File: config.mk
export PLATFORM = sky130hd
export DESIGN_NAME = memory_dump_unit
export DESIGN_NICKNAME = d
export VERILOG_FILES = /design/src/rtl/memory_dump_unit_pkg.sv /design/src/rtl/memory_dump_unit_word_byte_serializer.sv /design/src/rtl/memory_dump_unit.sv
export SDC_FILE = /design/constraint.sdc
export NUM_CORES = 1
export LEC_CHECK = 0
export CAP_MARGIN = 20
export CORE_MARGIN = 2
export CORE_UTILIZATION = 55
export DETAILED_ROUTE_END_ITERATION = 8
export GPL_TIMING_DRIVEN = 0
export HOLD_SLACK_MARGIN = 0.06
export PLACE_DENSITY_LB_ADDON = 0.2
export SETUP_SLACK_MARGIN = 0.4
export SLEW_MARGIN = 0
export SYNTH_ARGS = -nofsm -noshare
export SYNTH_HDL_FRONTEND = slang
export SYNTH_SLANG_ARGS = --single-unit
File: constraint.sdc
create_clock -name i_clk -period 6.9 [get_ports i_clk]
set_input_delay 1.38 -clock i_clk [delete_from_list [all_inputs] [get_ports i_clk]]
set_output_delay 1.38 -clock i_clk [all_outputs]
set_load 0.01 [all_outputs]
File: src/rtl/memory_dump_unit_pkg.sv
// -----------------------------------------------------------------------------
// memory_dump_unit_pkg
// Shared debug definitions for the memory dump path: FSM state encoding,
// byte-stream handshake type and word/byte sizing helpers. Imported by
// word_byte_serializer and memory_dump_unit.
// Optional feature macro: DUMP_CHECKSUM_EN (adds the CHKSUM state).
// -----------------------------------------------------------------------------
package memory_dump_unit_pkg;

   localparam int BYTE_W = 8;

   typedef logic [BYTE_W-1:0] byte_t;

   // Byte stream toward the UART transmitter. A byte transfers on a clock
   // edge where valid and the transmitter's ready are both high; ready flows
   // back on its own wire.
   typedef struct packed {
      byte_t data;
      logic  valid;
   } byte_stream_t;

   typedef enum logic [2:0] {
      ST_IDLE,
      ST_SET_ADDR,
      ST_CAPTURE,
      ST_SEND,
      ST_NEXT,
`ifdef DUMP_CHECKSUM_EN
      ST_CHKSUM,
`endif
      ST_DONE
   } dump_state_t;

   function automatic int bytes_per_word(input int bits);
      return bits / BYTE_W;
   endfunction

   // Counter width able to index n items (never narrower than one bit).
   function automatic int index_width(input int n);
      return (n > 1) ? $clog2(n) : 1;
   endfunction

endpackage

File: src/rtl/memory_dump_unit_word_byte_serializer.sv
// -----------------------------------------------------------------------------
// word_byte_serializer
// Holds one captured memory word and walks through its bytes MSB first.
// Ports:
//   clk, rst_n  clock and asynchronous active-low reset
//   load        capture 'word' and restart at the most significant byte
//   word        memory word to capture
//   advance     current byte was accepted; move to the next one
//   peek_byte   byte that will be current after this edge (lets the parent
//               register its output byte without an extra cycle)
//   last        current byte is the least significant one
// -----------------------------------------------------------------------------
module word_byte_serializer
   import memory_dump_unit_pkg::*;
#(
   parameter int BITS_SIZE = 32
) (
   input  logic                 clk,
   input  logic                 rst_n,
   input  logic                 load,
   input  logic [BITS_SIZE-1:0] word,
   input  logic                 advance,
   output byte_t                peek_byte,
   output logic                 last
);

   localparam int BYTES_PER_WORD = bytes_per_word(BITS_SIZE);
   localparam int CNT_W          = index_width(BYTES_PER_WORD);

   logic [BITS_SIZE-1:0] word_reg;
   logic [CNT_W-1:0]     byte_cnt;
   logic [BITS_SIZE-1:0] peek_word;
   logic [CNT_W-1:0]     peek_idx;

   assign last = (byte_cnt == CNT_W'(BYTES_PER_WORD - 1));

   // NOTE: state registers use non-blocking assignments so every flop samples
   // the pre-edge values, regardless of statement order.
   always_ff @(posedge clk or negedge rst_n) begin
      if (!rst_n) begin
         word_reg <= '0;
         byte_cnt <= '0;
      end else if (load) begin
         word_reg <= word;
         byte_cnt <= '0;
      end else if (advance && !last) begin
         byte_cnt <= byte_cnt + 1'b1;
      end
   end

   // NOTE: defaults first, so every path assigns every output and no latch
   // is inferred.
   always_comb begin
      peek_word = word_reg;
      peek_idx  = byte_cnt;
      if (load) begin
         peek_word = word;
         peek_idx  = '0;
      end else if (advance && !last) begin
         peek_idx = byte_cnt + 1'b1;
      end
      peek_byte = peek_word[(BYTES_PER_WORD - 1 - int'(peek_idx)) * BYTE_W +: BYTE_W];
   end

endmodule

File: src/rtl/memory_dump_unit.sv
// -----------------------------------------------------------------------------
// memory_dump_unit
// Reads every word of the data memory through its debug port and streams it
// MSB byte first to the debug UART transmitter over a valid/ready byte link.
// Ports:
//   i_clk, i_reset   clock; asynchronous active-low reset
//   i_start          start a dump (only looked at while idle)
//   o_debug_address  word address to the memory debug port
//   i_debug_data     memory word at o_debug_address (combinational read)
//   o_tx_data        byte to transmitter
//   o_tx_valid       o_tx_data valid
//   i_tx_ready       transmitter accepts the byte when valid and ready
//   o_busy           high whenever a dump is in progress
//   o_done           one-cycle pulse after the final byte
// Optional feature macro: DUMP_CHECKSUM_EN appends one byte holding the XOR of
// every byte sent in the dump.
// -----------------------------------------------------------------------------
module memory_dump_unit
   import memory_dump_unit_pkg::*;
#(
   parameter int BITS_SIZE     = 32,
   parameter int SIZE_MEM_DATA = 16
) (
   input  logic                 i_clk,
   input  logic                 i_reset,
   input  logic                 i_start,
   output logic [BITS_SIZE-1:0] o_debug_address,
   input  logic [BITS_SIZE-1:0] i_debug_data,
   output logic [7:0]           o_tx_data,
   output logic                 o_tx_valid,
   input  logic                 i_tx_ready,
   output logic                 o_busy,
   output logic                 o_done
);

   localparam logic [BITS_SIZE-1:0] LAST_ADDR = BITS_SIZE'(SIZE_MEM_DATA - 1);

   dump_state_t          state;
   logic [BITS_SIZE-1:0] addr;
   byte_stream_t         tx;
   logic                 busy;
   logic                 done;
`ifdef DUMP_CHECKSUM_EN
   byte_t                chk;
`endif

   logic  load;
   logic  advance;
   logic  last;
   byte_t peek_byte;

   assign load    = (state == ST_CAPTURE);
   assign advance = (state == ST_SEND) && i_tx_ready;

   word_byte_serializer #(
      .BITS_SIZE (BITS_SIZE)
   ) u_serializer (
      .clk       (i_clk),
      .rst_n     (i_reset),
      .load      (load),
      .word      (i_debug_data),
      .advance   (advance),
      .peek_byte (peek_byte),
      .last      (last)
   );

   always_ff @(posedge i_clk or negedge i_reset) begin
      if (!i_reset) begin
         state <= ST_IDLE;
         addr  <= '0;
         tx    <= '0;
         busy  <= 1'b0;
         done  <= 1'b0;
`ifdef DUMP_CHECKSUM_EN
         chk   <= '0;
`endif
      end else begin
         case (state)
            ST_IDLE: begin
               if (i_start) begin
                  addr  <= '0;
                  busy  <= 1'b1;
                  state <= ST_SET_ADDR;
`ifdef DUMP_CHECKSUM_EN
                  chk   <= '0;
`endif
               end
            end

            // Give the memory read one cycle to settle on the new address.
            ST_SET_ADDR: state <= ST_CAPTURE;

            // The serializer captures the word on this edge; present its MSB.
            ST_CAPTURE: begin
               tx.data  <= peek_byte;
               tx.valid <= 1'b1;
               state    <= ST_SEND;
            end

            ST_SEND: begin
               if (i_tx_ready) begin
`ifdef DUMP_CHECKSUM_EN
                  chk <= chk ^ tx.data;
`endif
                  if (last) begin
                     tx.valid <= 1'b0;
                     state    <= ST_NEXT;
                  end else begin
                     tx.data <= peek_byte;
                  end
               end
            end

            ST_NEXT: begin
               if (addr == LAST_ADDR) begin
`ifdef DUMP_CHECKSUM_EN
                  tx.data  <= chk;
                  tx.valid <= 1'b1;
                  state    <= ST_CHKSUM;
`else
                  done     <= 1'b1;
                  state    <= ST_DONE;
`endif
               end else begin
                  addr  <= addr + 1'b1;
                  state <= ST_SET_ADDR;
               end
            end

`ifdef DUMP_CHECKSUM_EN
            ST_CHKSUM: begin
               if (i_tx_ready) begin
                  tx.valid <= 1'b0;
                  done     <= 1'b1;
                  state    <= ST_DONE;
               end
            end
`endif

            ST_DONE: begin
               done  <= 1'b0;
               busy  <= 1'b0;
               state <= ST_IDLE;
            end

            default: state <= ST_IDLE;
         endcase
      end
   end

   assign o_debug_address = addr;
   assign o_tx_data       = tx.data;
   assign o_tx_valid      = tx.valid;
   assign o_busy          = busy;
   assign o_done          = done;

endmodule
==> results of run 1 <==
layout by cell type, fill, tap and decap left out, drive strengths merged, types with 8 or more instances in the layout:
master / netlist / layout
nand2: 20 / 20
xor2: 10 / 10
clkdlybuf4s50: 0 / 77
nor4: 9 / 9
a21oi: 15 / 15
mux2: 32 / 32
or3: 10 / 10
clkbuf: 12 / 24
o221ai: 8 / 8
nand4: 20 / 20
nand3: 11 / 11
a221oi: 8 / 8
buf: 11 / 13
nor3b: 10 / 10
o21ai: 21 / 21
dfrtp: 80 / 80
a211oi: 9 / 9
nor2: 26 / 26
routing by layer:
| metal | global-route usage [%] | vias to the layer above |
|---|---|---|
| met5 | 0 | - |
| met2 | 40.5 | 139 |
| met1 | 39.4 | 1722 |
| met3 | 5.72 | 12 |
| met4 | 7.60 | 0 |
| li1 | - | 1598 |
critical path, delay by kind of cell:
family,cells,cell delay (ns)
and+or+nand+nor,3,1.22
buffers and inverters,3,1.00
AOI/OAI and AO/OA,2,0.38
through the flow:
step           utilization [%]  instance area (µm²)  power (W)  hold WS, ns
6_report                  71.4                 5100    0.00169        0.509
5_1_grt                   71.4                 5100    0.00179        0.529
4_1_cts                   71.3                 5090    0.00168        0.511
3_5_place_dp              68.9                 4920    0.00137        0.493
3_3_place_gp              68.5                 4890    0.00133        0.483
2_1_floorplan                -                 3990    0.00113        0.472
layout make-up:
class                   instances  area, µm²
plain buffers                  23       96.3
clock buffers                  11        141
clock inverters                 5       32.5
fillers                       576       2040
inverters                       6       22.5
multi-input cells             268       1870
flip-flops and latches         80       2000
well taps                      99        124
repair buffers                 80        813
worst max path at each step:
stage | startpoint | cells after the start | end
4_1_cts | i_tx_ready | 8 | o_tx_data[6]
3_5_place_dp | i_tx_ready | 8 | o_tx_data[6]
5_1_grt | i_tx_ready | 8 | o_tx_data[2]
6_report | i_tx_ready | 8 | o_tx_data[6]
2_1_floorplan | i_tx_ready | 8 | o_tx_data[6]
3_3_place_gp | i_reset | 1 | u_serializer.word_reg[13]
cells by family (layout without fill, tap and decap cells):
kind of cell / count (synthesis) / count (layout) / share of synthesized area, %
buffers and inverters: 29 / 125 / 2.98
adder cells (fa/ha/maj): 2 / 2 / 0.628
flip-flops: 80 / 80 / 50.2
XOR/XNOR: 16 / 16 / 3.52
multiplexers: 34 / 34 / 9.54
AO/OA/AOI/OAI: 79 / 79 / 13.4
AND/OR/NAND/NOR: 137 / 137 / 19.7
power by group:
part           total, W  switching, W  internal, W
sequential     0.000705     0.0000908     0.000614
clock          0.000314      0.000175     0.000140
combinational  0.000670      0.000337     0.000334
total           0.00169      0.000602      0.00109
==> summary.md, run 1 <==
| Metric | Value |
|---|---|
| Setup-failing EPs final | 0 |
| MaxCap Viol Count | 0 |
| Fmax | 268 MHz |
| Die Area | 7950 µm² |
| H-tree depth | 3 |
| CP Class | primary input to flop |
| FF-to-FF End | o_tx_data[6] |
| Max_slew headroom | 34.3% |
| Slew @ Worst Pin | 0.983 ns |
| CP cell instances | clkdlybuf4s50_1 -> nand2b_1 -> nor4b_2 -> or2_1 -> buf_2 -> buf_2 -> a221oi_1 -> o221ai_1 |
| Vias in the first global route | 3333 |
| Post-CTS Setup Bufs | 0 |
| Final non-filler cell total | 572 |
| Largest net degree at the start of global routing | 60 |
| M1 wire length | 4.53 mm |
| Total track usage | 26.8% |
| CP dominant cell by count | buf_2 |
| Syn. warnings | 0 |
| Top FF cell, synth | dfrtp_1 |
| CTS root buf | clkbuf_8 |
| DP HPWL | 7.18 mm |
| Mapped Nets | 415 |
| Hold Path Depth | 1 |
| Resized Gates After CTS | 0 |
| Routed wire per std cell | 17.9 µm |
| Cell accounting for the most synthesized area | dfrtp_1 |
| Min Tclk post-route | 3.73 ns |
| Total core area | 7140 µm² |
| CTS Buffer Depth | 2 |
| Placed Cells | 555 |
| Share of layout cells above drive strength 1 | 14.0% |
| DRT iter0 DRCs | 238 |
| Library cells used by synthesis | 49 |
| Post-synth EDFFs | 0 |
| Initial antenna violation count | 0 |
| Final hold violations | 0 |
| Reg2reg start | u_serializer.byte_cnt[0] |
| Skew-Pair Late Insertion Delay | 0.35 ns |
| Global placer's final weighted congestion | 0.910 |
| Largest stage delay on the critical path | 0.85 ns |
| I/O pin count | 79 |
| Post-Syn Area | 3990 µm² |
| First-pass DRT Iterations | 5 |
| RSZ-0062 raised after global routing | no |
| Synth Instances | 377 |
| Synth top cells by count | 80 x dfrtp_1, 32 x mux2_2, 26 x nor2_1 |
| Initial Utilization | 55.9% |
| Pre-CTS WS | 2.89 ns |
| Synthesis-to-finish area growth | 27.9% |
| Pwr Density | 331 nW/µm² |
| Reg2reg path depth | 8 |
| Top Metal Used | met4 |
| CP max stage cell | nor4b_2 |
| Leak pwr | 2.03 nW |
| Status | completed |
| # hold bufs at CTS | 0 |
| Num CTS Buffers | 9 |
| First-pass GRT wire length | 16.4 mm |
| Number of synthesized register bits | 80 |
| Clk sinks | 80 |
| CP max FO | 10 |
| Reg-to-reg setup timing slack | 3.96 ns |
| DIE HEIGHT | 89.1 µm |
| Reg clk slew, reported paths | 0.09 ns |
| Top cell type's share of synthesized area | 50.2% |
| HP Start | u_serializer.word_reg[10] |
| Port buffer count | 78 |
| Largest cells by area after synthesis | dfrtp_1 50%, mux2_2 9.0%, nand4_1 3.0% |
| Worst Skew | 0.0156 ns |
| Vias per inst | 6.07 |
| Die X | 89.1 µm |
| WP data required | 7.16 ns |
| Final worst-path cycle share | 54.0% |
| WL met2 | 4.89 mm |
| Setup TNS | 0 ns |
| Met3 WL post-DR | 686 µm |
| CP Capture Type | flop |
| Antenna diodes | 0 |
| DRT Wirelength | 10.2 mm |
| Sequential area share after synthesis | 50.2% |
| Crit path arrival time | 3.99 ns |
| Antenna Nets Post-Route | 0 |
| Most numerous cell in the Yosys netlist | dfrtp_1 |
| Final setup margin | 3.17 ns |
| Crit path launch type | primary input |
| Final Max Tran Viols | 0 |
| Post-synth ARST share | 100% |
| VDD IR max | 0.207 mV |
| Final Net Count | 506 |
| Via count | 3471 |
| Residual DRC | 0 |
| GR Overflow Total | 0 |
| HP Class | flop to flop |
| Floorplan row count | 31 |
| Synthesized area per cell | 10.6 µm² |
| WHS Endpoint | u_serializer.word_reg[10] |
| CTS tree | done |
Note: power is estimated with default switching activity, not from simulation.
==> inputs of run 2 (changes only) <==
CORE_UTILIZATION = 47   (was 55)
clock period = 3.4 ns   (was 6.9 ns; I/O delays follow)
==> run 2 against run 1 <==
Net effect:
- wire length barely moved
- clock-buffer cell count is 1 lower
- flip-flop and latch count did not move
- design area is 1.2% higher
- combinational power up 100%
- total power is 110% higher
- sequential power is 100% higher
- final cell count is 1.0% higher
- critical path type unchanged
==> summary.md, run 2 (same netlist as run 1, synthesis figures left out) <==
| Metric | Value |
|---|---|
| CP Class | primary input to flop |
| Synthesis-to-finish area growth | 29.4% |
| Area of the multi-input gates | 1890 µm² (+1.3%) |
| GR Overflow Total | 0 (unchanged) |
| Antenna Nets Post-Route | 0 (unchanged) |
| Antenna diodes | 0 (unchanged) |
| Global placer's final weighted congestion | 0.858 (-5.7%) |
| DIE HEIGHT | 96.1 µm (+7.8%) |
| Final worst-path cycle share | 83.2% |
| Die X | 96.1 µm (+7.8%) |
| WP data required | 3.62 ns (-3.54 ns) |
| Fmax | 353 MHz |
| Slew @ Worst Pin | 0.812 ns (-0.171 ns) |
| CP dominant cell by count | buf_2 |
| Max_slew headroom | 45.5% (+11 points) |
| DRT Wirelength | 10.2 mm (about the same) |
| Final Max Tran Viols | 0 (unchanged) |
| First-pass GRT wire length | 16.6 mm (+1.3%) |
| Min Tclk post-route | 2.83 ns |
| Residual DRC | 0 (unchanged) |
| Initial antenna violation count | 0 (unchanged) |
| Port buffer count | 78 (unchanged) |
| Floorplan row count | 33 (+6.5%) |
| Skew-Pair Late Insertion Delay | 0.36 ns (about the same) |
| I/O pin count | 79 (unchanged) |
| MaxCap Viol Count | 0 (unchanged) |
| FILL cells | 706 (+23%) |
| Share of layout cells above drive strength 1 | 15.0% (+1.1 points) |
| H-tree depth | 3 (unchanged) |
| CP Capture Type | flop |
| Worst path bufs/invs | 4 (+1) |
| Pwr Density | 681 nW/µm² (+110%) |
| Initial Utilization | 48.5% (-7.3 points) |
| CP max stage cell | clkdlybuf4s50_1 |
| Die Area | 9230 µm² (+16%) |
| Num CTS Buffers | 9 (unchanged) |
| Hold_ws | 0.244 ns (-0.265 ns) |
| Crit path arrival time | 3.05 ns (-0.94 ns) |
| VDD IR max | 0.358 mV (+73%) |
| CP top delay family | buffers and inverters |
| Vias in the first global route | 3270 (-1.9%) |
| RSZ-0062 raised after global routing | no |
| First-pass DRT Iterations | 4 (-1) |
| Total track usage | 23.4% (-3.4 points) |
| Setup-failing EPs final | 0 (unchanged) |
| Total core area | 8220 µm² (+15%) |
| Final Net Count | 506 (unchanged) |
| # hold bufs at CTS | 0 (unchanged) |
| Final hold violations | 0 (unchanged) |
| Via count | 3392 (-2.3%) |
| Commonest non-fill, non-tap cell in the layout | dfrtp_1 |
| Largest stage delay on the critical path | 0.58 ns (-0.27 ns) |
| HP Class | primary input to async pin |
| CP cell instances | clkdlybuf4s50_1 -> nand2b_1 -> a22o_1 -> clkbuf_2 -> or2_1 -> buf_2 -> buf_2 -> a211oi_1 -> o221ai_1 |
| Routed wire per std cell | 17.7 µm (-0.98%) |
| Status | completed |
| Post-route cell area | 5160 µm² (+1.2%) |
| CTS tree | done |
| Most frequent cells in the layout | 80 x dfrtp_1, 77 x clkdlybuf4s50_1, 32 x mux2_2 |
| CTS Buffer Depth | 2 (unchanged) |
| Placed inst area | 4930 µm² (+0.25%) |
| Clk sinks | 80 (unchanged) |
| Crit path launch type | primary input |
| Leak pwr | 2.07 nW (+1.8%) |
| CTS root buf | clkbuf_8 |
| Largest net degree at the start of global routing | 53 (-12%) |
| Reg clk slew, reported paths | 0.08 ns (about the same) |
| DRT iter0 DRCs | 180 (-24%) |
| Vias per inst | 5.87 (-3.3%) |
| CP max FO | 10 (unchanged) |
| FF/Latch Area | 2000 µm² (unchanged) |
| Worst Skew | 0.00926 ns (-0.00632 ns) |
| DP HPWL | 7.30 mm (+1.6%) |
run 2: cell count changes in the layout (fill, tap and decap cells not counted), moves of 2 or more:
cell        delta
clkinv_4       +3
a211oi_1       -3
clkinvlp_4     -2
a211oi_2       +3
clkbuf_1       -2
run 2: path summary, 6_finish.rpt:
path	start	to	slack, ns	cells past startpoint
max in group asynchronous	i_reset	u_serializer.word_reg[1]	2.56	2
hold reg to reg	u_serializer.word_reg[10]	u_serializer.word_reg[10]	0.50	1
hold / removal	i_reset	o_debug_address[4]	0.24	1
min in group i_clk	u_serializer.word_reg[10]	u_serializer.word_reg[10]	0.50	1
setup reg to reg	u_serializer.byte_cnt[0]	o_tx_data[3]	0.67	9
setup / recovery	i_tx_ready	o_tx_data[3]	0.57	9
run 2: area by class of cell:
cell class	count	share of cell area, %
Buffer	23	1.89
Clock inverter	6	1.33
Inverter	6	0.436
Multi-Input combinational cell	268	36.6
Clock buffer	10	2.67
Tap cell	105	2.55
Timing Repair Buffer	80	15.7
Sequential cell	80	38.8
run 2: per-layer routing:
metal  GRT usage, %  share of wire (%)
met1           34.6                 46
met2           34.9                 47
met3           3.52                5.3
met4           8.57               0.87
met5              0                  0
run 2: metrics by stage:
stage	total power [W]	util [%]	instances	worst slack, ns	TNS (ns)
finish	0.00352	62.8	578	0.571	0
global route	0.00374	62.8	578	0.418	0
CTS	0.00350	62.6	578	0.425	0
detailed placement	0.00277	60.0	562	-0.0331	-0.0903
global placement	0.00271	59.6	560	-1.20	-95.80
floorplan	0.00228	-	377	1.09	0
run 2: timing repair:
action	CTS	global route
endpoints found under the setup margin	7	4
hold endpoints to repair	0	0
gates resized for setup	1	5
setup buffers	0	0
gates cloned	0	0
run 2: power breakdown:
group / internal (W) / leakage (nW) / switching [W] / total [W]
sequential: 0.00125 / 1.01 / 0.000182 / 0.00143
combinational: 0.000695 / 0.953 / 0.000667 / 0.00136
clock: 0.000362 / 0.102 / 0.000365 / 0.000727
==> inputs of run 3 (changes only) <==
CORE_UTILIZATION = 52   (was 47)
clock period = 2.7 ns   (was 3.4 ns; I/O delays follow)
==> run 3 against run 2 <==
Net effect:
- combinational power rose by 54%
- sequential power rose by 27%
- total power rose by 38%
- worst hold slack got worse by 0.13 ns
- final cell count rose by 0.17%
- clock power rose by 30%
- non-clock buffer count rose by 7
- global-route usage rose by 2.3 points
- flip-flop and latch count did not move
- highest routed layer unchanged
==> summary.md, run 3 (same netlist as run 1, synthesis figures left out) <==
| Metric | Value |
|---|---|
| Antenna diodes | 0 (unchanged) |
| DIE HEIGHT | 91.6 µm (-4.7%) |
| CP Capture Type | flop |
| FILL cells | 492 (-30%) |
| Slew @ Worst Pin | 0.723 ns (-0.0887 ns) |
| Final non-filler cell total | 579 (+0.17%) |
| Commonest non-fill, non-tap cell in the layout | clkdlybuf4s50_1 |
| Total track usage | 25.7% (+2.3 points) |
| Leak pwr | 2.22 nW (+7.5%) |
| CTS tree | done |
| Reg-to-reg setup timing slack | 0.45 ns (-0.22 ns) |
| First-pass GRT wire length | 17.3 mm (+4.0%) |
| Total core area | 7330 µm² (-11%) |
| Most frequent cells in the layout | 75 x clkdlybuf4s50_1, 74 x dfrtp_1, 32 x mux2_2 |
| Port buffer count | 78 (unchanged) |
| DP HPWL | 7.17 mm (-1.7%) |
| Residual DRC | 0 (unchanged) |
| Global placer's final weighted congestion | 0.861 (+0.29%) |
| CTS root buf | clkbuf_8 |
| # hold bufs at CTS | 0 (unchanged) |
| Clk sinks | 80 (unchanged) |
| CP cell instances | ha_4 -> nand2b_4 -> a22o_1 -> buf_6 -> or2_1 -> buf_6 -> buf_12 -> a211oi_4 -> o221ai_1 |
| Reg2reg path depth | 9 (unchanged) |
| Largest net degree at the start of global routing | 55 (+3.8%) |
| Share of layout cells above drive strength 1 | 21.7% (+6.7 points) |
| Synthesis-to-finish area growth | 36.1% |
| Pwr Density | 895 nW/µm² (+31%) |
| Crit path launch type | flop |
| Routed wire per std cell | 18.3 µm (+3.4%) |
| Critical path origin | u_serializer.byte_cnt[1] |
| DRT iter0 DRCs | 260 (+44%) |
| CP max FO | 10 (unchanged) |
| Post-route cell area | 5430 µm² (+5.1%) |
| CP Class | flop to flop |
| Initial Utilization | 54.4% (+5.9 points) |
| MaxCap Viol Count | 0 (unchanged) |
| Antenna Nets Post-Route | 0 (unchanged) |
| Final hold violations | 0 (unchanged) |
| CP dominant cell by count | buf_6 |
| Worst path bufs/invs | 3 (-1) |
| First-pass DRT Iterations | 4 (unchanged) |
| Crit path arrival time | 2.45 ns (-0.60 ns) |
| CP max stage cell | dfrtp_1 |
| Final worst-path cycle share | 83.2% |
| Setup-failing EPs final | 0 (unchanged) |
| DRT Wirelength | 10.6 mm (+3.6%) |
| Status | completed |
| Largest stage delay on the critical path | 0.43 ns (-0.15 ns) |
| Initial antenna violation count | 0 (unchanged) |
| Placed Cells | 555 (-1.2%) |
| Vias in the first global route | 3390 (+3.7%) |
| Placed inst area | 4920 µm² (-0.10%) |
| WP data required | 2.90 ns (-0.72 ns) |
| Pre-CTS WS | -0.477 ns (-0.444 ns) |
| Final Max Tran Viols | 0 (unchanged) |
| Vias per inst | 6.17 (+5.2%) |
| VDD IR max | 0.566 mV (+58%) |
| I/O pin count | 79 (unchanged) |
| CTS Buffer Depth | 2 (unchanged) |
| RSZ-0062 raised after global routing | yes |
| Num CTS Buffers | 9 (unchanged) |
| Reg clk slew, reported paths | 0.08 ns (about the same) |
| Final Net Count | 513 (+1.4%) |
| H-tree depth | 3 (unchanged) |
| Final Core Density | 74.0% (+11 points) |
| Max_slew headroom | 51.5% (+6.0 points) |
| Reg2reg start | u_serializer.byte_cnt[1] |
| Hold_ws | 0.109 ns (-0.135 ns) |
| Final setup margin | 0.455 ns (-0.116 ns) |
| Floorplan row count | 31 (-6.1%) |
| HP Class | primary input to async pin |
| Via count | 3574 (+5.4%) |
| Skew-Pair Late Insertion Delay | 0.34 ns (-0.02 ns) |
| GR Overflow Total | 0 (unchanged) |
| CP top delay family | compound AO/OA/AOI/OAI gates |
| Die Area | 8380 µm² (-9.2%) |
| Fmax | 445 MHz |
| Worst Skew | 0.00679 ns (-0.00247 ns) |
| FF-to-FF End | o_tx_data[1] |
| Min Tclk post-route | 2.25 ns |
| Die X | 91.6 µm (-4.7%) |
## run 3: cell count changes in the layout (fill, tap and decap cells not counted), sizes merged
cell | previous run | this run
buf | 14 | 20
clkdlybuf4s50 | 77 | 75
dlygate4sd2 | 0 | 1
clkinvlp | 1 | 0
clkinv | 4 | 1
clkbuf | 22 | 27
dlymetal6s2s | 0 | 1
## run 3: layout make-up
type                       instances  area (µm²)  share of cell area, %
multi-input combinational        268        2040                   37.6
sequential                        80        2010                   37.0
timing repair buffer              87         867                   16.0
clock buffer                      14         183                   3.37
buffer                            23         146                   2.70
tap                               99         124                   2.28
clock inverter                     2        35.0                  0.646
inverter                           6        22.5                  0.415
## run 3: power breakdown
part	internal, W	switching [W]
registers	0.00157	0.000251
logic	0.00109	0.00100
clock network	0.000528	0.000420
## run 3: how the worst max path moves through the flow
| stage | slack (ns) | endpoint | cells after the start |
|---|---|---|---|
| finish | 0.45 | o_tx_data[1] | 9 |
| global route | 0.38 | o_debug_address[3] | 8 |
| CTS | 0.37 | o_tx_data[1] | 9 |
| detailed placement | -0.48 | o_tx_data[4] | 8 |
| global placement | -1.71 | u_serializer.word_reg[12] | 1 |
| floorplan | 0.46 | o_tx_data[6] | 9 |
## run 3: per-layer routing
layer  up-vias  share of wire (%)  global-route usage (%)  wire length (µm)
met4         0                1.2                    7.20               123
met3        13                5.0                    5.23               531
li1       1613                  -                       -                 -
met5         -                  0                       0                 0
met1      1827                 45                    37.4              4740
met2       121                 49                    39.3              5190
## run 3: stage by stage
step / power [W] / TNS, ns
2_1_floorplan: 0.00288 / 0
3_3_place_gp: 0.00341 / -141.95
3_5_place_dp: 0.00350 / -6.33
4_1_cts: 0.00473 / 0
5_1_grt: 0.00510 / 0
6_report: 0.00486 / 0
## run 3: repair_timing
action                                  CTS  global route
pin swaps                                 2             7
resized for setup                        32            28
endpoints found under the setup margin   44            36
buffers inserted                          2             6
==> variant 1: new RTL, config.mk and constraints of run 2 <==
`BITS_SIZE` is set to 32 in 2 places; all go to 16.
--- a/src/rtl/memory_dump_unit_word_byte_serializer.sv
+++ b/src/rtl/memory_dump_unit_word_byte_serializer.sv
@@ -14,5 +14,5 @@
    import memory_dump_unit_pkg::*;
 #(
-   parameter int BITS_SIZE = 32
+   parameter int BITS_SIZE = 16
 ) (
    input  logic                 clk,
--- a/src/rtl/memory_dump_unit.sv
+++ b/src/rtl/memory_dump_unit.sv
@@ -19,5 +19,5 @@
    import memory_dump_unit_pkg::*;
 #(
-   parameter int BITS_SIZE     = 32,
+   parameter int BITS_SIZE     = 16,
    parameter int SIZE_MEM_DATA = 16
 ) (
Ports: changed (resized i_debug_data and o_debug_address); port bits go from 79 to 47. The function was not compared with the original's and may differ.
==> variant 1 against run 2 <==
Utilization down 0.53 points; global-route usage down 4.0 points; design area down 43%; non-clock buffer count down 45; routed wire length down 54%; synthesized area down 43%; setup slack better by 640 ps; total power down 31%; register-to-register slack better by 690 ps; sequential cell count down 33; critical endpoint is now o_tx_data[0]; largest power group is now combinational logic; first-iteration DRC count down 45%.
==> variant 1: results (changes against run 2) <==
.. list-table::
   :header-rows: 1

   * - Metric
     - Value
   * - Run status
     - finished, final reports clean (unchanged)
   * - Global routing met2 resource utilization
     - 0.311 (was 0.349)
   * - Resize count post-CTS
     - 0 (was 1)
   * - Placed cell areas
     - 2820 um^2 (was 4930 um^2)
   * - Source-to-sink clock delay at the later pin of the worst-skew pair
     - 290 ps (was 360 ps)
   * - GR Util met3
     - 0.0439 (was 0.0352)
   * - Worst clock skew
     - 6.54 ps (was 9.26 ps)
   * - Cell variety after synth
     - 47 (was 49)
   * - Leakage component of the power
     - 0.00126 uW (was 0.00207 uW)
   * - Die area
     - 5410 um^2 (was 9230 um^2)
   * - Post-synth net total
     - 235 (was 415)
   * - Nets@finish
     - 289 (was 506)
   * - RePlAce Congestion
     - 0.803 (was 0.858)
   * - Global-route wire length before repair
     - 8170 um (was 16600 um)
   * - Cts bufs inserted
     - 5 (was 9)
   * - Worst-path fanout max
     - 9 (was 10)
   * - Layout cell share with drive strength beyond 1
     - 0.134 (was 0.150)
   * - Most instantiated cells after synthesis
     - 47 x sky130_fd_sc_hd__dfrtp_1, 16 x sky130_fd_sc_hd__a21oi_1, 16 x sky130_fd_sc_hd__mux2_2 (was 80 x sky130_fd_sc_hd__dfrtp_1, 32 x sky130_fd_sc_hd__mux2_2, 26 x sky130_fd_sc_hd__nor2_1)
   * - Arrival @ worst endpoint
     - 2370 ps (was 3050 ps)
   * - Main area contributors after synthesis
     - sky130_fd_sc_hd__dfrtp_1 52%, sky130_fd_sc_hd__mux2_2 7.9%, sky130_fd_sc_hd__mux2i_1 4.4% (was sky130_fd_sc_hd__dfrtp_1 50%, sky130_fd_sc_hd__mux2_2 9.0%, sky130_fd_sc_hd__nand4_1 3.0%)
   * - Vias in the first global route
     - 1730 (was 3270)
   * - Via density per instance
     - 5.69 (was 5.87)
   * - Stage delay of the slowest cell on the critical path
     - 610 ps (was 580 ps)
   * - Pin count of the biggest net entering global routing
     - 30 (was 53)
   * - Master of the slowest instance on the critical path
     - sky130_fd_sc_hd__o22ai_1 (was sky130_fd_sc_hd__clkdlybuf4s50_1)
   * - CTS H-tree lvls
     - 2 (was 3)
   * - Worst Tran Pin Value
     - 828 ps (was 812 ps)
   * - Fraction of the yosys area taken by sequential cells
     - 0.517 (was 0.502)
   * - Routed wire length
     - 4730 um (was 10200 um)
[variant 1: per-stage QoR]
| step | cells | util | setup slack [ps] | total power [uW] |
|---|---|---|---|---|
| after floorplan | 214 | - | 1480 | 1640 |
| after global placement | 314 | 0.598 | 254 | 2030 |
| after detailed placement | 315 | 0.601 | 855 | 2070 |
| after CTS | 322 | 0.623 | 1170 | 2470 |
| after global routing | 322 | 0.623 | 1090 | 2630 |
| final | 322 | 0.623 | 1210 | 2440 |
[variant 1: worst paths after layout]
check	start	end	slack, ps	cells after the start
worst max-delay path	i_tx_ready	o_tx_data[0]	1210	5
worst min-delay path	i_reset	o_debug_address[11]	320	1
worst max register to register	state[1]	o_tx_data[5]	1360	6
worst min register to register	u_serializer.word_reg[14]	u_serializer.word_reg[14]	480	2
max in group asynchronous	i_reset	o_tx_data[1]	2560	2
min in group i_clk	u_serializer.word_reg[14]	u_serializer.word_reg[14]	480	2
[variant 1: logic make-up (layout without fill, tap and decap cells)]
| logic type | Yosys count | in the layout | share of synthesized area |
|---|---|---|---|
| multiplexers | 26 | 26 | 0.123 |
| AO/OA/AOI/OAI | 50 | 50 | 0.144 |
| AND/OR/NAND/NOR | 64 | 64 | 0.163 |
| adder cells (fa/ha/maj) | 1 | 1 | 0.00550 |
| buffers and inverters | 26 | 80 | 0.0478 |
| flip-flops | 47 | 47 | 0.517 |
[variant 1: worst register-to-register path, delay by kind of cell, from the launching register on]
kind	cells	cell delay, ps
muxes	2	530
DFF	1	340
buffers and inverters	2	490
AOI/OAI and AO/OA	1	90
and+or+nand+nor	1	490
[variant 1: where the power goes]
group	internal, uW	switching, uW	total (uW)
combinational	573	516	1090
sequential	795	158	953
clock	216	179	394
total	1580	853	2440
[variant 1: layer usage]
layer,wire [um],share of wire,up-vias
met5,0,0,-
li1,-,-,887
met1,2160,0.46,878
met4,69,0.015,0
met2,2200,0.47,58
met3,298,0.063,8
[variant 1: layout make-up]
type,count,area [um^2]
fill,415,1770
sequential,47,1180
multi-input combinational,141,991
timing repair buffer,47,475
clock buffer,6,72.6
tap,54,67.6
inverter,15,56.3
buffer,11,52.6
clock inverter,1,30.0
==> variant 2: new RTL, settings of run 2 <==
Without the edit above. Register the output `o_debug_address` once more, without a reset; this adds one clock of latency there. The other outputs are not delayed to match. Comments in the files are not updated.
--- a/src/rtl/memory_dump_unit.sv
+++ b/src/rtl/memory_dump_unit.sv
@@ -149,5 +149,7 @@
    end
 
-   assign o_debug_address = addr;
+   always_ff @(posedge i_clk) begin
+      o_debug_address <= addr;
+   end
    assign o_tx_data       = tx.data;
    assign o_tx_valid      = tx.valid;
Check against the original RTL: not equivalent (a bounded check fails within 10 cycles, from zero or initial values and one cycle with i_reset low).
==> variant 2 against run 2 <==
Clock power increased by 12%; setup slack got worse by 25 ps; sequential cell count rose by 32; largest power group unchanged; register-to-register slack lost 70 ps; total power increased by 11%; critical path depth unchanged; sequential share of layout area rose by 7.8 points; non-clock buffer count fell by 5; highest routed layer unchanged; utilization fell by 1.7 points; first-iteration DRC count is 11% higher; synthesized area is 13% higher; routed wire length fell by 4.4%; design area rose by 9.9%.
==> variant 2: results (changes against run 2) <==
.. list-table::
   :header-rows: 1

   * - Metric
     - Value
   * - Global-route wire length before repair
     - 16100 um (was 16600 um)
   * - Post-synth net total
     - 426 (was 415)
   * - Stage delay of the slowest cell on the critical path
     - 530 ps (was 580 ps)
   * - Vias in the first global route
     - 3118 (was 3270)
   * - Leakage component of the power
     - 0.00231 uW (was 0.00207 uW)
   * - GRT Util Overall
     - 0.200 (was 0.234)
   * - Part of the cycle the worst path needs
     - 0.839 (was 0.832)
   * - Arrival @ worst endpoint
     - 3080 ps (was 3050 ps)
   * - CTS H-tree lvls
     - 3 (unchanged)
   * - Placed Cells incl. Taps
     - 596 (was 562)
   * - Max Root-Sink Buffers
     - 2 (unchanged)
   * - Number of filler instances in the final layout
     - 788 (was 706)
   * - RePlAce Congestion
     - 0.842 (was 0.858)
   * - Setup slack at placement
     - 146 ps (was -33.1 ps)
   * - Cell variety after synth
     - 43 (was 49)
   * - Resize count post-CTS
     - 0 (was 1)
   * - Worst Tran Pin Value
     - 940 ps (was 812 ps)
   * - Run status
     - finished, final reports clean (unchanged)
   * - HPWL Detailed
     - 6900 um (was 7300 um)
   * - Register-to-register setup slack
     - 600 ps (was 670 ps)
   * - Fraction of the yosys area taken by sequential cells
     - 0.587 (was 0.502)
   * - Nets@finish
     - 517 (was 506)
   * - Routed wire length
     - 9770 um (was 10200 um)
   * - Final Hold Slack
     - 258 ps (was 244 ps)
   * - Worst vdd rail ir drop
     - 0.399 mV (was 0.358 mV)
   * - Layout cell share with drive strength beyond 1
     - 0.126 (was 0.150)
   * - Most instantiated cells after synthesis
     - 80 x sky130_fd_sc_hd__dfrtp_1, 32 x sky130_fd_sc_hd__dfxtp_1, 32 x sky130_fd_sc_hd__mux2_2 (was 80 x sky130_fd_sc_hd__dfrtp_1, 32 x sky130_fd_sc_hd__mux2_2, 26 x sky130_fd_sc_hd__nor2_1)
   * - Pin count of the biggest net entering global routing
     - 45 (was 53)
   * - Proportion of register bits with asynchronous set or reset after synthesis
     - 0.714 (was 1.00)
   * - Portion of netlist area occupied by mux cells
     - 0.0801 (was 0.0954)
   * - Via count
     - 3340 (was 3392)
   * - Parity-gate share of the synthesized area counting xor and xnor cells
     - 0.0389 (was 0.0352)
   * - Clock-pin slew on the worst setup and hold paths
     - 100 ps (was 80 ps)
   * - Number of antenna violations at the first check in global routing
     - 0 (unchanged)
   * - Main area contributors after synthesis
     - sky130_fd_sc_hd__dfrtp_1 45%, sky130_fd_sc_hd__dfxtp_1 14%, sky130_fd_sc_hd__mux2_2 8.0% (was sky130_fd_sc_hd__dfrtp_1 50%, sky130_fd_sc_hd__mux2_2 9.0%, sky130_fd_sc_hd__nand4_1 3.0%)
   * - Worst clock skew
     - 8.34 ps (was 9.26 ps)
   * - Number of iterations in the first detailed-routing pass
     - 5 (was 4)
   * - Detail-routed net length per standard cell
     - 15.9 um (was 17.7 um)
   * - Iter 0 DRT Violations
     - 199 (was 180)
   * - Adder and majority gate portion of the synthesized area
     - 0.00556 (was 0.00628)
   * - Post-Syn Instances
     - 388 (was 377)
-- variant 2: cell types whose count changed after synthesis, moves of 4 or more --
cell	run 2	this run
sky130_fd_sc_hd__buf_2	8	3
sky130_fd_sc_hd__nand2_1	20	26
sky130_fd_sc_hd__inv_1	6	2
sky130_fd_sc_hd__nand4_1	19	12
sky130_fd_sc_hd__xnor2_1	6	2
sky130_fd_sc_hd__a21oi_1	15	10
sky130_fd_sc_hd__nor2_1	26	31
sky130_fd_sc_hd__or3_1	9	5
sky130_fd_sc_hd__xor2_1	10	18
sky130_fd_sc_hd__dfxtp_1	0	32
-- variant 2: stage by stage --
step	instance area, um^2	utilization
after CTS	5660	0.610
after detailed placement	5460	0.588
after global routing	5670	0.611
after global placement	5440	0.586
after floorplan	4500	-
final	5670	0.611
-- variant 2: worst paths after layout --
check	cells after the start	endpoint
max	9	o_tx_data[3]
min	1	addr[18]
max reg2reg	9	o_tx_data[3]
min reg2reg	0	o_debug_address[22]
max in group asynchronous	2	u_serializer.word_reg[24]
min in group i_clk	0	o_debug_address[22]
-- variant 2: layout make-up --
class                   count  share of cell area
well taps                 129              0.0285
repair buffers             80               0.142
flip-flops and latches    112               0.466
multi-input cells         256               0.313
inverters                   2             0.00132
clock inverters             5              0.0110
clock buffers              11              0.0249
plain buffers              18              0.0139
-- variant 2: routing by layer --
| metal | part of all wire | vias to the layer above | global-route usage |
|---|---|---|---|
| li1 | - | 1619 | - |
| met1 | 0.48 | 1602 | 0.315 |
| met2 | 0.45 | 109 | 0.280 |
| met3 | 0.061 | 10 | 0.0369 |
| met4 | 0.011 | 0 | 0.0646 |
| met5 | 0 | - | 0 |
-- variant 2: logic make-up (layout without fill, tap and decap cells) --
kind of cell	count (synthesis)	in the layout
compound gates	70	70
xor+xnor	20	20
fa+ha+maj	2	2
buf+inv	20	116
flops	112	112
mux	32	32
simple gates	132	132
-- variant 2: power by group --
group,leakage (uW),switching [uW],internal (uW)
Clock,0.000104,446,368
Combinational,0.000934,629,667
Sequential,0.00127,185,1620
-- variant 2: worst reg2reg max path, stage by stage (launching register included) --
cell	delay [ps]
sky130_fd_sc_hd__dfrtp_1	460
sky130_fd_sc_hd__ha_1	270
sky130_fd_sc_hd__nand2b_1	250
sky130_fd_sc_hd__a22o_1	230
sky130_fd_sc_hd__clkbuf_1	230
sky130_fd_sc_hd__or2_1	280
sky130_fd_sc_hd__buf_4	170
sky130_fd_sc_hd__buf_4	180
sky130_fd_sc_hd__a211oi_1	410
sky130_fd_sc_hd__o221ai_1	190
